`src/rtl/prefetcher_pkg.sv`:
```
// Shared types and default sizing for the prefetcher data path.
package prefetcher_pkg;

   typedef enum logic [1:0] {
      E_EMPTY   = 2'd0,
      E_PENDING = 2'd1,
      E_READY   = 2'd2
   } pf_entry_state_t;

   localparam int unsigned PF_ADDR_BITS  = 64;
   localparam int unsigned PF_DATA_BITS  = 64;
   localparam int unsigned PF_DEPTH      = 8;
   localparam int unsigned PF_AF_THRESH  = 6;

endpackage

```
`src/rtl/pf_wrap_ptr.sv`:
```
// Circular-buffer pointer with an extra wrap bit so full and empty are distinguishable.
module pf_wrap_ptr #(
   parameter  int unsigned DEPTH = 8,
   localparam int unsigned IW    = $clog2(DEPTH)
) (
   input  logic          clk,
   input  logic          resetN,
   input  logic          inc,
   input  logic          clr,
   input  logic          clr_to_one,
   output logic [IW-1:0] idx,
   output logic          wrap
);

   logic [IW:0] ptr_q, ptr_d;

   always_comb begin
      ptr_d = ptr_q;
      if (clr) begin
         ptr_d = clr_to_one ? (IW+1)'(1) : '0;
      end else if (inc) begin
         ptr_d = ptr_q + (IW+1)'(1);
      end
   end

   always_ff @(posedge clk or negedge resetN) begin
      if (!resetN) ptr_q <= '0;
      else         ptr_q <= ptr_d;
   end

   assign idx  = ptr_q[IW-1:0];
   assign wrap = ptr_q[IW];

endmodule

```
`src/rtl/prefetch_data_queue.sv`:
```
// In-order prefetch stream buffer: entries allocated on issue, filled by in-order responses,
// popped when the slave read matches the head. Responses owed to flushed entries are dropped.
module prefetch_data_queue
   import prefetcher_pkg::*;
#(
   parameter int unsigned ADDR_BITS = PF_ADDR_BITS,
   parameter int unsigned DATA_BITS = PF_DATA_BITS,
   parameter int unsigned DEPTH     = PF_DEPTH,
   parameter int unsigned AF_THRESH = PF_AF_THRESH
) (
   input  logic                   clk,
   input  logic                   resetN,
   input  logic                   en,
   input  logic                   flushN,
   input  logic                   allocValid,
   input  logic [ADDR_BITS-1:0]   allocAddr,
   output logic                   allocReady,
   input  logic                   respValid,
   input  logic [DATA_BITS-1:0]   respData,
   output logic                   respReady,
   input  logic                   lookupValid,
   input  logic [ADDR_BITS-1:0]   lookupAddr,
   output logic                   prefetcherHit,
   output logic                   rdValid,
   output logic [DATA_BITS-1:0]   rdData,
   input  logic                   rdReady,
   output logic                   almostFull,
   output logic [$clog2(DEPTH):0] outstandingCnt
);

   localparam int unsigned IW = $clog2(DEPTH);
   localparam int unsigned CW = IW + 1;
   localparam int unsigned DW = CW + 3;

   pf_entry_state_t        st_q   [DEPTH];
   pf_entry_state_t        st_d   [DEPTH];
   logic [ADDR_BITS-1:0]   addr_q [DEPTH];
   logic [ADDR_BITS-1:0]   addr_d [DEPTH];
   logic [DATA_BITS-1:0]   data_q [DEPTH];
   logic [DATA_BITS-1:0]   data_d [DEPTH];
   logic [DW-1:0]          drop_q, drop_d;

   logic [IW-1:0] head_idx, tail_idx, fill_idx;
   logic          head_wrap, tail_wrap, fill_wrap;
   logic [CW-1:0] head_ptr, tail_ptr, fill_ptr;
   logic [CW-1:0] occ, pend_cnt;
   logic          empty, full, pend_exist;
   logic          flush, act, alloc_fire, resp_fire, drop_take, fill_fire, pop_fire, resp_used;
   logic [DW:0]   drop_sum, tot;

   assign head_ptr   = {head_wrap, head_idx};
   assign tail_ptr   = {tail_wrap, tail_idx};
   assign fill_ptr   = {fill_wrap, fill_idx};
   assign empty      = (head_ptr == tail_ptr);
   assign full       = (head_idx == tail_idx) && (head_wrap != tail_wrap);
   assign occ        = tail_ptr - head_ptr;
   assign pend_cnt   = tail_ptr - fill_ptr;
   assign pend_exist = (fill_ptr != tail_ptr);

   assign flush      = en && !flushN;
   assign act        = en && flushN;
   assign alloc_fire = act && allocValid && !full;
   assign resp_fire  = en && respValid;
   assign drop_take  = resp_fire && (drop_q != '0);
   assign fill_fire  = act && resp_fire && (drop_q == '0) && pend_exist;
   assign pop_fire   = act && rdValid && rdReady;
   assign resp_used  = resp_fire && ((drop_q != '0) || pend_exist);

   assign allocReady    = !full || !flushN;
   assign respReady     = en;
   assign prefetcherHit = lookupValid && !empty && (addr_q[head_idx] == lookupAddr);
   assign rdValid       = prefetcherHit && (st_q[head_idx] == E_READY);
   assign rdData        = data_q[head_idx];
   assign almostFull    = (occ >= CW'(AF_THRESH));

   // Responses still owed by the interconnect: live PENDING entries plus flushed ones.
   assign tot            = (DW+1)'(pend_cnt) + (DW+1)'(drop_q);
   assign outstandingCnt = (tot >= (DW+1)'(DEPTH)) ? CW'(DEPTH) : CW'(tot);

   // Tail restarts at 1 on a flush with alloc so the demand request becomes entry 0 at the head.
   pf_wrap_ptr #(.DEPTH(DEPTH)) u_head (
      .clk(clk), .resetN(resetN), .inc(pop_fire), .clr(flush), .clr_to_one(1'b0),
      .idx(head_idx), .wrap(head_wrap));
   pf_wrap_ptr #(.DEPTH(DEPTH)) u_tail (
      .clk(clk), .resetN(resetN), .inc(alloc_fire), .clr(flush), .clr_to_one(allocValid),
      .idx(tail_idx), .wrap(tail_wrap));
   pf_wrap_ptr #(.DEPTH(DEPTH)) u_fill (
      .clk(clk), .resetN(resetN), .inc(fill_fire), .clr(flush), .clr_to_one(1'b0),
      .idx(fill_idx), .wrap(fill_wrap));

   always_comb begin
      st_d     = st_q;
      addr_d   = addr_q;
      data_d   = data_q;
      drop_d   = drop_q;
      drop_sum = (DW+1)'(drop_q) + (DW+1)'(pend_cnt) - (DW+1)'(resp_used);
      if (flush) begin
         for (int unsigned i = 0; i < DEPTH; i++) st_d[i] = E_EMPTY;
         if (allocValid) begin
            st_d[0]   = E_PENDING;
            addr_d[0] = allocAddr;
         end
         drop_d = drop_sum[DW] ? '1 : drop_sum[DW-1:0];
      end else if (act) begin
         if (pop_fire) st_d[head_idx] = E_EMPTY;
         if (alloc_fire) begin
            st_d[tail_idx]   = E_PENDING;
            addr_d[tail_idx] = allocAddr;
         end
         if (drop_take) begin
            drop_d = drop_q - DW'(1);
         end else if (fill_fire) begin
            st_d[fill_idx]   = E_READY;
            data_d[fill_idx] = respData;
         end
      end
   end

   always_ff @(posedge clk or negedge resetN) begin
      if (!resetN) begin
         for (int unsigned i = 0; i < DEPTH; i++) begin
            st_q[i]   <= E_EMPTY;
            addr_q[i] <= '0;
            data_q[i] <= '0;
         end
         drop_q <= '0;
      end else begin
         st_q   <= st_d;
         addr_q <= addr_d;
         data_q <= data_d;
         drop_q <= drop_d;
      end
   end

endmodule

```
`config.mk`:
```
export PLATFORM = sky130hd
export DESIGN_NAME = prefetch_data_queue
export DESIGN_NICKNAME = d
export VERILOG_FILES = /design/src/rtl/prefetcher_pkg.sv /design/src/rtl/pf_wrap_ptr.sv /design/src/rtl/prefetch_data_queue.sv
export SDC_FILE = /design/constraint.sdc
export NUM_CORES = 2
export LEC_CHECK = 0
export ABC_AREA = 1
export CAP_MARGIN = 20
export CORE_MARGIN = 2
export CORE_UTILIZATION = 48
export DETAILED_ROUTE_END_ITERATION = 16
export PLACE_DENSITY = 0.8
export SYNTH_ARGS = -nofsm -noshare
export SYNTH_HDL_FRONTEND = slang
export SYNTH_SLANG_ARGS = --single-unit
```
`constraint.sdc`:
```
create_clock -name clk -period 3.3 [get_ports clk]
set_input_delay 0.99 -clock clk [delete_from_list [all_inputs] [get_ports clk]]
set_output_delay 0.99 -clock clk [all_outputs]
set_load 0.01 [all_outputs]
```
==> impl_results.md <==
- Gr usage total: 31.0%
- Clock sinks: 1059
- Chip Height: 323 um
- Seq pwr share: 44.7%
- Count of nets after finishing: 6900
- Power density cells: 526 nW/um2
- Asr flop ratio synth: 100%
- Die extent in x: 323 um
- Slew Viols, Final: 0
- Clock share of power: 39.0%
- Net Sw Power: 0.00954 W
- Initial core utilization: 48.2%
- Fin Hold WS: 0.177 ns
- Final Hold Fails: 0
- IO Pins: 273
- Layout Skew: 0.0333 ns
- Syn avg cell area: 8.01 um2
- Max cap viols: 0
- Min Clock Period, post-route: 4.42 ns
- Worst setup path class: reg -> out
- Root Driver: clkbuf_16
- RSZ-0062 raised after global routing: yes
- Finished Layout Cells: 8147
- Dpl cells: 7737
- Flops & latches, synth: 1059
- Total nets after synthesis: 6319
- Worst slew pin tran: 0.704 ns
- Post-route ant nets: 0
- Sequential element share of the synthesized area: 54.2%
- Design Area, Final: 64500 um2
- Critical path endpoint category: output pin
- Share of cells above drive strength 1: 18.4%
- DP HPWL: 93.0 mm
- Setup WS post-layout: -1.12 ns
- Cell row count: 117
- Clock Latency Late Sink: 0.74 ns
- Relative slew slack: 53.1%
- Port buffer count: 272
- Part of the cycle the worst path needs: 134%
- TNS Setup: -55.46 ns
- GPL Wtd Cong: 0.930
- Clock Tree Buf Depth: 3
- Failing checks: negative setup slack
- Vias in the first global route: 45300
- Largest net degree at the start of global routing: 129
- Cells after Synth: 6100
- Fmax achieved: 226 MHz
- Worst EP required: 2.31 ns
- Clock-pin slew on the worst setup and hold paths: 0.06 ns
- Outcome: finished with violations
- First-pass iteration count of the detailed router: 7
- Count of unique library cells instantiated by Yosys: 51
- Drt wl/cell: 21.1 um
- Initial antenna violation count: 9
- Vias per cell: 5.82
- P_leak: 31.1 nW
- Placed cell area: 55500 um2
- Die area: 104000 um2
- HP Class: in -> async
- Core ar.: 101000 um2
- Synthesized cell area: 48900 um2
- Final wirelength: 172 mm
- Critical path arrival: 3.43 ns
- Startpoint types: flop
- DRC violations left: 0
- P_int: 0.0244 W
- Max VDD drop: 0.523 mV
- CP max FO: 3
- Main flop type after synthesis: dfrtp_1
- Inserted Clock Buffers: 111
- Number of synthesized flops with an enable pin: 0
- P&R area growth vs syn: 31.9%
- H-tree Lvls: 3
- Gr ovfl total: 0
- Total number of yosys warnings: 0
- Sw Ratio: 28.1%
- TritonCTS clock tree: done
- Via count: 47400
- Initial DRC Count: 6045
- Combinational Power Share: 16.3%
- Global-route wire length before repair: 253 mm
- Final setup vio count: 73
## state kept, by name (all words and copies together), names as in the netlist
signal,count
drop_q,7
st_q,16
data_q,512
addr_q,512
u_tail.ptr_q,4
u_fill.ptr_q,4
u_head.ptr_q,4
## layer usage
layer / GRT usage (%) / wire length (um) / part of all wire [%] / up-vias
met5: 0 / 57 / 0.033 / -
met4: 16.7 / 11100 / 6.4 / 10
met3: 6.66 / 19400 / 11 / 804
met2: 49.7 / 79200 / 46 / 3066
met1: 39.4 / 62500 / 36 / 22600
li1: - / - / - / 20900
## cell usage after synthesis (10+ instances only)
cell       instances  area (um2)
dfrtp_1         1059       26500
a221oi_1          84         736
nand2_1         2208        8290
a22oi_1           71         533
inv_1            511        1920
nor2_1           212         796
buf_1             21        78.8
buf_2             55         275
o21ai_0         1129        5650
nand3_1          185         926
xor2_1            10        87.6
a22o_1            14         123
nor3_1            15        75.1
o2bb2ai_1         16         140
buf_4             15         113
ha_1              16         200
a21oi_1           43         215
o211ai_1          13        97.6
nand4_1           59         369
clkbuf_1         270        1010
## layout by cell type, fill, tap and decap left out, types with 10 or more instances in the layout
cell type	synthesis	layout
o21ai_2	0	27
ha_1	16	10
buf_2	55	49
bufinv_16	0	14
nand4_1	59	59
o21ai_0	1129	1072
o211ai_1	13	13
buf_12	0	109
nor2_2	7	40
nor2_4	6	30
a221oi_4	0	18
nand3_1	185	153
a22oi_2	0	32
clkbuf_1	270	22
clkbuf_8	0	17
nand2_4	1	36
nand3_2	0	23
buf_4	15	326
dfrtp_1	1059	1055
a221oi_2	0	56
a22oi_1	71	39
nand2_2	3	85
buf_6	8	91
clkdlybuf4s50_1	0	199
buf_8	0	26
clkinv_2	0	30
clkbuf_16	0	123
nor3_1	15	13
a221oi_1	84	10
nand2_1	2208	2090
o21ai_1	9	36
nor2_1	212	155
a22o_1	14	11
inv_2	5	10
buf_16	0	23
inv_1	511	505
a21oi_1	43	36
## cells by family after synthesis
family,count (synthesis),synth area share [%]
xor+xnor,17,0.305
flops,1059,54.2
buf+inv,889,7.22
simple gates,2711,21.9
compound gates,1405,15.8
fa+ha+maj,19,0.532
## area by class of cell
class | count | area (um2)
repair buffers | 836 | 9250
repair inverters | 1 | 11.3
multi-input cells | 4152 | 21200
inverters | 520 | 1980
clock buffers | 150 | 3090
fillers | 7620 | 37000
clock inverters | 57 | 737
diodes | 4 | 10.0
well taps | 1368 | 1710
flip-flops and latches | 1059 | 26500
## worst paths after layout
kind	start	end	slack, ns	cells after the start
hold / removal	resetN	addr_q[359]	0.18	1
setup / recovery	u_fill.ptr_q[2]	outstandingCnt[2]	-1.12	15
hold reg to reg	addr_q[293]	addr_q[293]	0.48	2
setup reg to reg	u_fill.ptr_q[0]	drop_q[0]	-0.01	19
max in group asynchronous	resetN	data_q[193]	2.06	3
min in group clk	addr_q[293]	addr_q[293]	0.48	2
## through the flow
stage               util, %  worst slack (ns)  total power, W
floorplan                 -            -0.392          0.0180
global placement       54.8             -1.25          0.0201
detailed placement     54.8             -1.25          0.0203
CTS                    61.6             -1.17          0.0335
global route           63.6             -1.33          0.0354
finish                 63.6             -1.12          0.0339
## critical path: stages (launching register included)
cell and delay, ns:
dfrtp_1 0.39, inv_2 0.09, ha_4 0.22, a21oi_2 0.13, o21ai_2 0.07, xor2_1 0.14, ha_1 0.35, nand2_1 0.08
o21ai_2 0.15, buf_4 0.14, and3_4 0.18, xor2_2 0.17, nand4_1 0.18, buf_4 0.19, nor2_4 0.11, buf_6 0.12
## repair_timing
item / CTS / global route
buffers inserted: 113 / 67
gates resized for setup: 701 / 369
endpoints found under the setup margin: 72 / 91
gates cloned: 29 / 14
hold buffers: 0 / 0
pin swaps: 135 / 211
## power by group through the flow
| stage | logic (W) | registers [W] | clock network, W |
|---|---|---|---|
| 2_1_floorplan | 0.00282 | 0.0152 | 0 |
| 3_3_place_gp | 0.00480 | 0.0153 | 0 |
| 3_5_place_dp | 0.00496 | 0.0153 | 0 |
| 4_1_cts | 0.00520 | 0.0151 | 0.0132 |
| 5_1_grt | 0.00618 | 0.0153 | 0.0138 |
| 6_report | 0.00552 | 0.0152 | 0.0132 |
No activity file was read; power rests on OpenSTA's default activity.
